[src/rtl/tdm_demux_8_pkg.sv]
// Shared definitions for the 8-slot TDM demultiplexer: frame geometry,
// FSM state encoding and a small bit-insert helper for the capture register.
package tdm_demux_8_pkg;

  // Slots per frame, which is also the width of the reassembled word.
  localparam int N  = 8;
  // Slot counter width. 2**CW must equal N so the counter covers 0..N-1 exactly.
  localparam int CW = 3;

  // Receiver FSM state. IDLE waits for a sync beat. RECV is collecting slots 1..N-1.
  typedef enum logic {
    IDLE = 1'b0,
    RECV = 1'b1
  } state_e;

  // Return v with bit [idx] replaced by b. All other bits are unchanged.
  function automatic logic [N-1:0] set_bit(input logic [N-1:0] v,
                                           input logic [CW-1:0] idx,
                                           input logic          b);
    logic [N-1:0] r;
    r      = v;
    r[idx] = b;
    return r;
  endfunction

endpackage

[src/rtl/tdm_demux_8_if.sv]
// Bus bundle for the TDM demultiplexer.
//
// Handshake: din_valid alone qualifies din and sync in the cycle it is high.
// There is no ready. Every valid beat is consumed on the rising edge it is
// presented. sync has no effect unless din_valid is also high. dout_valid and
// frame_err are single-cycle pulses. dout is stable between dout_valid pulses.
// state mirrors the receiver FSM so checkers can observe it directly.
interface tdm_demux_8_if;
  import tdm_demux_8_pkg::*;

  logic          din;
  logic          din_valid;
  logic          sync;
  logic [N-1:0]  dout;
  logic          dout_valid;
  logic [CW-1:0] slot;
  logic          busy;
  logic          frame_err;
  state_e        state;

  // Serial source side: drives the stream and observes the reassembled frames.
  modport master (
    output din, din_valid, sync,
    input  dout, dout_valid, slot, busy, frame_err, state
  );

  // Demultiplexer side.
  modport slave (
    input  din, din_valid, sync,
    output dout, dout_valid, slot, busy, frame_err, state
  );

endinterface

[src/rtl/tdm_demux_8_slot_ctr.sv]
// Slot index counter for the TDM demultiplexer. It counts the next expected
// slot. clr returns it to 0 when a frame completes. load1 starts a fresh frame
// after its sync beat (slot 0) has been taken. last flags the final slot of
// the frame.
module tdm_demux_8_slot_ctr
  import tdm_demux_8_pkg::*;
(
  input  logic          clk,
  input  logic          rst_n,
  input  logic          en,
  input  logic          clr,
  input  logic          load1,
  output logic [CW-1:0] count,
  output logic          last
);

  // Counter register. Priority is clear, then load-to-1, then increment.
  // Completion always clears, so the count never wraps past N-1.
  always_ff @(posedge clk or negedge rst_n) begin
    if (!rst_n) begin
      count <= '0;
    end else if (clr) begin
      count <= '0;
    end else if (load1) begin
      count <= CW'(1);
    end else if (en) begin
      count <= count + CW'(1);
    end
  end

  assign last = (count == CW'(N - 1));

endmodule

[src/rtl/tdm_demux_8.sv]
// 8-slot, 1-bit TDM demultiplexer/deserializer. Each valid beat's din is placed
// at bit [slot] of a capture register. A sync beat always starts a new frame
// at slot 0. When slot N-1 is accepted, the completed capture is copied to dout
// on the following edge, together with a one-cycle dout_valid pulse. The FSM is
// already back in IDLE by then, so a sync beat in that same cycle starts the
// next frame with no dead cycle.
module tdm_demux_8
  import tdm_demux_8_pkg::*;
(
  input  logic          clk,
  input  logic          rst_n,
  tdm_demux_8_if.slave  bus
);

  state_e        state_q, state_d;
  logic [N-1:0]  cap_q, cap_d;
  logic [N-1:0]  dout_q;
  logic          dout_valid_q;
  logic          frame_err_q, frame_err_d;
  logic          done_q, done_d;

  logic          ctr_en, ctr_clr, ctr_load1;
  logic [CW-1:0] slot_cnt;
  logic          slot_last;

  logic          sync_beat;
  logic          data_beat;

  // A sync beat takes priority over data. A sync without din_valid is no beat.
  assign sync_beat = bus.din_valid &  bus.sync;
  assign data_beat = bus.din_valid & ~bus.sync;

  tdm_demux_8_slot_ctr u_slot_ctr (
    .clk   (clk),
    .rst_n (rst_n),
    .en    (ctr_en),
    .clr   (ctr_clr),
    .load1 (ctr_load1),
    .count (slot_cnt),
    .last  (slot_last)
  );

  // FSM state register.
  always_ff @(posedge clk or negedge rst_n) begin
    if (!rst_n) begin
      state_q <= IDLE;
    end else begin
      state_q <= state_d;
    end
  end

  // Next-state, capture update and counter controls for each accepted beat.
  always_comb begin
    state_d     = state_q;
    cap_d       = cap_q;
    ctr_en      = 1'b0;
    ctr_clr     = 1'b0;
    ctr_load1   = 1'b0;
    done_d      = 1'b0;
    frame_err_d = 1'b0;

    unique case (state_q)
      IDLE: begin
        // Only a sync beat opens a frame. Plain data beats are ignored here.
        if (sync_beat) begin
          cap_d     = {{(N-1){1'b0}}, bus.din};
          ctr_load1 = 1'b1;
          state_d   = RECV;
        end
      end

      RECV: begin
        if (sync_beat) begin
          // Resync mid-frame: drop the partial frame and flag it. The sync
          // beat becomes slot 0 of the new frame.
          frame_err_d = 1'b1;
          cap_d       = {{(N-1){1'b0}}, bus.din};
          ctr_load1   = 1'b1;
        end else if (data_beat) begin
          cap_d = set_bit(cap_q, slot_cnt, bus.din);
          if (slot_last) begin
            ctr_clr = 1'b1;
            done_d  = 1'b1;
            state_d = IDLE;
          end else begin
            ctr_en = 1'b1;
          end
        end
      end

      default: begin
        state_d = IDLE;
      end
    endcase
  end

  // Capture register and the one-cycle pulses for completion and abort.
  always_ff @(posedge clk or negedge rst_n) begin
    if (!rst_n) begin
      cap_q       <= '0;
      done_q      <= 1'b0;
      frame_err_q <= 1'b0;
    end else begin
      cap_q       <= cap_d;
      done_q      <= done_d;
      frame_err_q <= frame_err_d;
    end
  end

  // Output word: loaded only from a fully captured frame, one edge after the
  // last slot. It holds its value otherwise.
  always_ff @(posedge clk or negedge rst_n) begin
    if (!rst_n) begin
      dout_q       <= '0;
      dout_valid_q <= 1'b0;
    end else begin
      dout_valid_q <= done_q;
      if (done_q) begin
        dout_q <= cap_q;
      end
    end
  end

  assign bus.dout       = dout_q;
  assign bus.dout_valid = dout_valid_q;
  assign bus.slot       = slot_cnt;
  assign bus.busy       = (state_q == RECV);
  assign bus.frame_err  = frame_err_q;
  assign bus.state      = state_q;

endmodule

[src/flat_wrapper.sv]
// flat-port wrapper written by rule: the top's interface ports become plain ports
module tdm_demux_8_flat import tdm_demux_8_pkg::*;
  (clk, rst_n, bus_din, bus_din_valid, bus_sync, bus_dout, bus_dout_valid, bus_slot, bus_busy, bus_frame_err, bus_state);
  tdm_demux_8_if bus_i ();
  input  logic clk;
  input  logic rst_n;
  input wire logic [$bits(bus_i.din)-1:0] bus_din;
  input wire logic [$bits(bus_i.din_valid)-1:0] bus_din_valid;
  input wire logic [$bits(bus_i.sync)-1:0] bus_sync;
  output wire logic [$bits(bus_i.dout)-1:0] bus_dout;
  output wire logic [$bits(bus_i.dout_valid)-1:0] bus_dout_valid;
  output wire logic [$bits(bus_i.slot)-1:0] bus_slot;
  output wire logic [$bits(bus_i.busy)-1:0] bus_busy;
  output wire logic [$bits(bus_i.frame_err)-1:0] bus_frame_err;
  output wire logic [$bits(bus_i.state)-1:0] bus_state;
  assign bus_i.din = bus_din;
  assign bus_i.din_valid = bus_din_valid;
  assign bus_i.sync = bus_sync;
  assign bus_dout = bus_i.dout;
  assign bus_dout_valid = bus_i.dout_valid;
  assign bus_slot = bus_i.slot;
  assign bus_busy = bus_i.busy;
  assign bus_frame_err = bus_i.frame_err;
  assign bus_state = bus_i.state;
  tdm_demux_8 u_core (.clk(clk), .rst_n(rst_n), .bus(bus_i));
endmodule
[config.mk]
export PLATFORM = sky130hd
export DESIGN_NAME = tdm_demux_8_flat
export DESIGN_NICKNAME = d
export VERILOG_FILES = /design/src/rtl/tdm_demux_8_pkg.sv /design/src/rtl/tdm_demux_8_if.sv /design/src/rtl/tdm_demux_8_slot_ctr.sv /design/src/rtl/tdm_demux_8.sv /design/src/flat_wrapper.sv
export SDC_FILE = /design/constraint.sdc
export NUM_CORES = 1
export LEC_CHECK = 0
export CAP_MARGIN = 20
export CORE_MARGIN = 5
export CORE_UTILIZATION = 50
export DETAILED_ROUTE_END_ITERATION = 10
export GPL_TIMING_DRIVEN = 0
export PLACE_DENSITY = 0.84
export SLEW_MARGIN = 10
export SYNTH_ARGS = -nofsm -noshare
export SYNTH_HDL_FRONTEND = slang
export SYNTH_SLANG_ARGS = --single-unit
[constraint.sdc]
create_clock -name clk -period 1.7 [get_ports clk]
set_input_delay 0.17 -clock clk [delete_from_list [all_inputs] [get_ports clk]]
set_output_delay 0.17 -clock clk [all_outputs]
set_load 0.05 [all_outputs]
==> impl_results.md <==
- Syn_nets: between 90 and 100
- Commonest cells after routing, fill and taps aside: dfrtp_1, nand2_1, clkdlybuf4s50_1
- Avg Cell Area, Syn: 11.84 um^2
- Clock-pin slew on the worst setup and hold paths: around 120 ps
- CP arrival: approximately 1500 ps
- Sequential-to-total area share from yosys stat: 0.5522
- Drt drc: 0
- Clock Skew: approximately 9.4 ps
- Clock power frac: 0.192
- Int Power: between 800 and 900 uW
- Power after layout: ~1.3 mW
- RSZ-0062 raised after global routing: false
- HPWL after detailed placement: 1.489 mm
- Slew @ Worst Pin: 496.2 ps
- Die Y: about 56 um
- Crit path buffers/inverters: 1
- NetSw: 442.1 uW
- Synth area leaders: dfrtp_1, mux2_2, a32o_1
- CP max stage cell: clkdlybuf4s50_1
- Worst-skew pair later-pin latency: roughly 310 ps
- VDD IR max: approximately 0.68 mV
- Worst-path fanout max: 2
- CP top delay family: buffers and inverters
- Commonest non-fill, non-tap cell in the layout: dfrtp_1
- Synth cell types: 27
- Area Overhead vs Synth: 24.01%
- PwrDens: 984.2 nW/um^2
- Nets: between 100 and 150
- Longest Clk Path Bufs: 2
- Die area: just over 3000 um^2
- Antenna violations before repair: 0
- Post-Syn Area: roughly 1000 um^2
- Min cycle time layout: around 1600 ps
- Fmax: slightly above 600 MHz
- Grt ovf: 0
- Postcts setup bufs: 0
- DRT iter0 DRCs: 10
- DIE WIDTH: approximately 56 um
- Final number of hold-violating endpoints: 0
- Worst hold path class: in2reg
- Worst-path cell chain: clkdlybuf4s50_1
- Area leader, netlist: dfrtp_1
- Io pins: 20
- Wirelength, routed: roughly 2 mm
- Final period util: 0.9690
- CP required: approximately 1500 ps
- Finished Core Util: 0.6521
- Layout fillers: around 150
- CTS tree: built
- Global-route wire length before repair: roughly 3.5 mm
- Vias in the first global route: a little under 800
- Comb power frac: 0.288
- Port-buffer cells: 18
- Starting density of the core: 0.5259
- Worst R2R Setup Slack: 260 ps
- Setup TNS: 0 ps
- Worst setup margin: around 53 ps
- Slew HR: 0.6682
- Pre-antenna DRT Iters: 4
- Setup WS pre-CTS: 136.8 ps
- CP Class: reg2out
- Synthesized instance count: between 80 and 90
- Share of the synthesized area in the top cell type: 0.5522
- Area of the core: between 1500 and 2000 um^2
- Cell row count: 16
- Crit end category: output pin
- Antenna-violating nets left: 0
- Final setup fails: 0
- Total track usage: 0.1396
- Wirelength per Cell: about 14 um
- CTS root buf: clkbuf_4
- CTS Sinks: 23
- Ys Warns: 0
- Max-cap violations: 0
- Crit-path max cell delay: about 800 ps
- Run status: completed
- Leakage: about 0.61 nW
- Yosys reg bits: 23
- Share of cells above drive strength 1: 0.1712
- Switching share of power: 0.3475
- Vias: about 780
- Vias/cell: approximately 5.7
- GPL Wtd Cong: around 0.82
- Fraction of power consumed by sequential logic: 0.520
- Startpoint class of the critical path: register
- Final slew viol count: 0
- Num CTS Buffers: 3
- H-tree depth: 1
- Antenna diodes: 0
- Largest net degree at the start of global routing: 24
[logic make-up after synthesis]
kind of cell,synth area share
flops,0.5522
mux,0.09604
fa+ha+maj,0.02401
simple gates,0.1657
buf+inv,0.04921
compound gates,0.1128
[power by group through the flow]
stage,Sequential (mW),Combinational [mW],Clock [mW]
final,0.661,0.367,0.244
after global routing,0.669,0.399,0.269
after CTS,0.660,0.367,0.253
after detailed placement,0.672,0.377,0
after global placement,0.668,0.364,0
after floorplan,0.761,0.156,0
[final timing paths]
path,end,from,cells after the start
setup reg to reg,u_core.u_slot_ctr.count[1],u_core.u_slot_ctr.count[0],5
hold / removal,u_core.cap_q[7],bus_sync,2
max in group asynchronous,u_core.cap_q[4],rst_n,2
hold reg to reg,u_core.bus.dout_valid,u_core.done_q,0
min in group asynchronous,u_core.bus.dout[2],rst_n,1
setup / recovery,bus_dout[5],u_core.bus.dout[5],1
[Yosys cell counts]
library cell / count
o22ai_1: 3
and2b_1: 2
ha_1: 2
nor3b_1: 2
nand4_1: 1
a211oi_1: 1
nor2_1: 1
nand2_1: 13
and3b_2: 1
buf_6: 1
buf_4: 2
and3_1: 1
and4b_1: 2
nor2b_1: 3
a21oi_1: 1
dfrtp_1: 23
o21ai_0: 1
mux2_2: 8
inv_1: 4
and3_4: 1
mux2i_1: 1
a311oi_1: 1
and2_1: 2
nor3_1: 1
a31oi_1: 2
a32o_1: 6
buf_2: 2
[metrics by stage]
stage	cell area, um^2	hold slack [ps]	std cells
after floorplan	1042	-125.6	88
after global placement	1256	351.0	133
after detailed placement	1256	378.8	133
after CTS	1276	143.3	137
after global routing	1292	158.3	138
final	1292	163.0	138
[timing repair]
| item | 4_1_cts | 5_1_grt |
|---|---|---|
| hold buffers | 0 | 0 |
| resized for setup | 5 | 1 |
| setup endpoints to repair | 5 | 1 |
[cell type report]
cell class	count	area, um^2	share of cell area
plain buffers	5	36.28	0.02807
clock buffers	4	26.28	0.02033
inverters	4	15.01	0.01162
multi-input cells	56	415.4	0.3214
flip-flops and latches	23	575.6	0.4453
well taps	27	33.78	0.02614
repair buffers	19	190.2	0.1471
[per-layer routing]
layer | vias to the layer above | share of wire | track usage
met1 | 392 | 0.44 | 0.1733
met3 | 7 | 0.052 | 0.03248
met5 | - | 0 | 0
li1 | 360 | - | -
met2 | 24 | 0.48 | 0.2196
met4 | 0 | 0.031 | 0.08333
[sequential cells by signal, summed over array words and instances (netlist names)]
| signal | count |
|---|---|
| u_core.bus.frame_err | 1 |
| u_core.bus.busy | 1 |
| u_core.u_slot_ctr.count | 3 |
| u_core.bus.dout_valid | 1 |
| u_core.bus.dout | 8 |
| u_core.done_q | 1 |
| u_core.cap_q | 8 |
No activity file was read; power rests on OpenSTA's default activity.
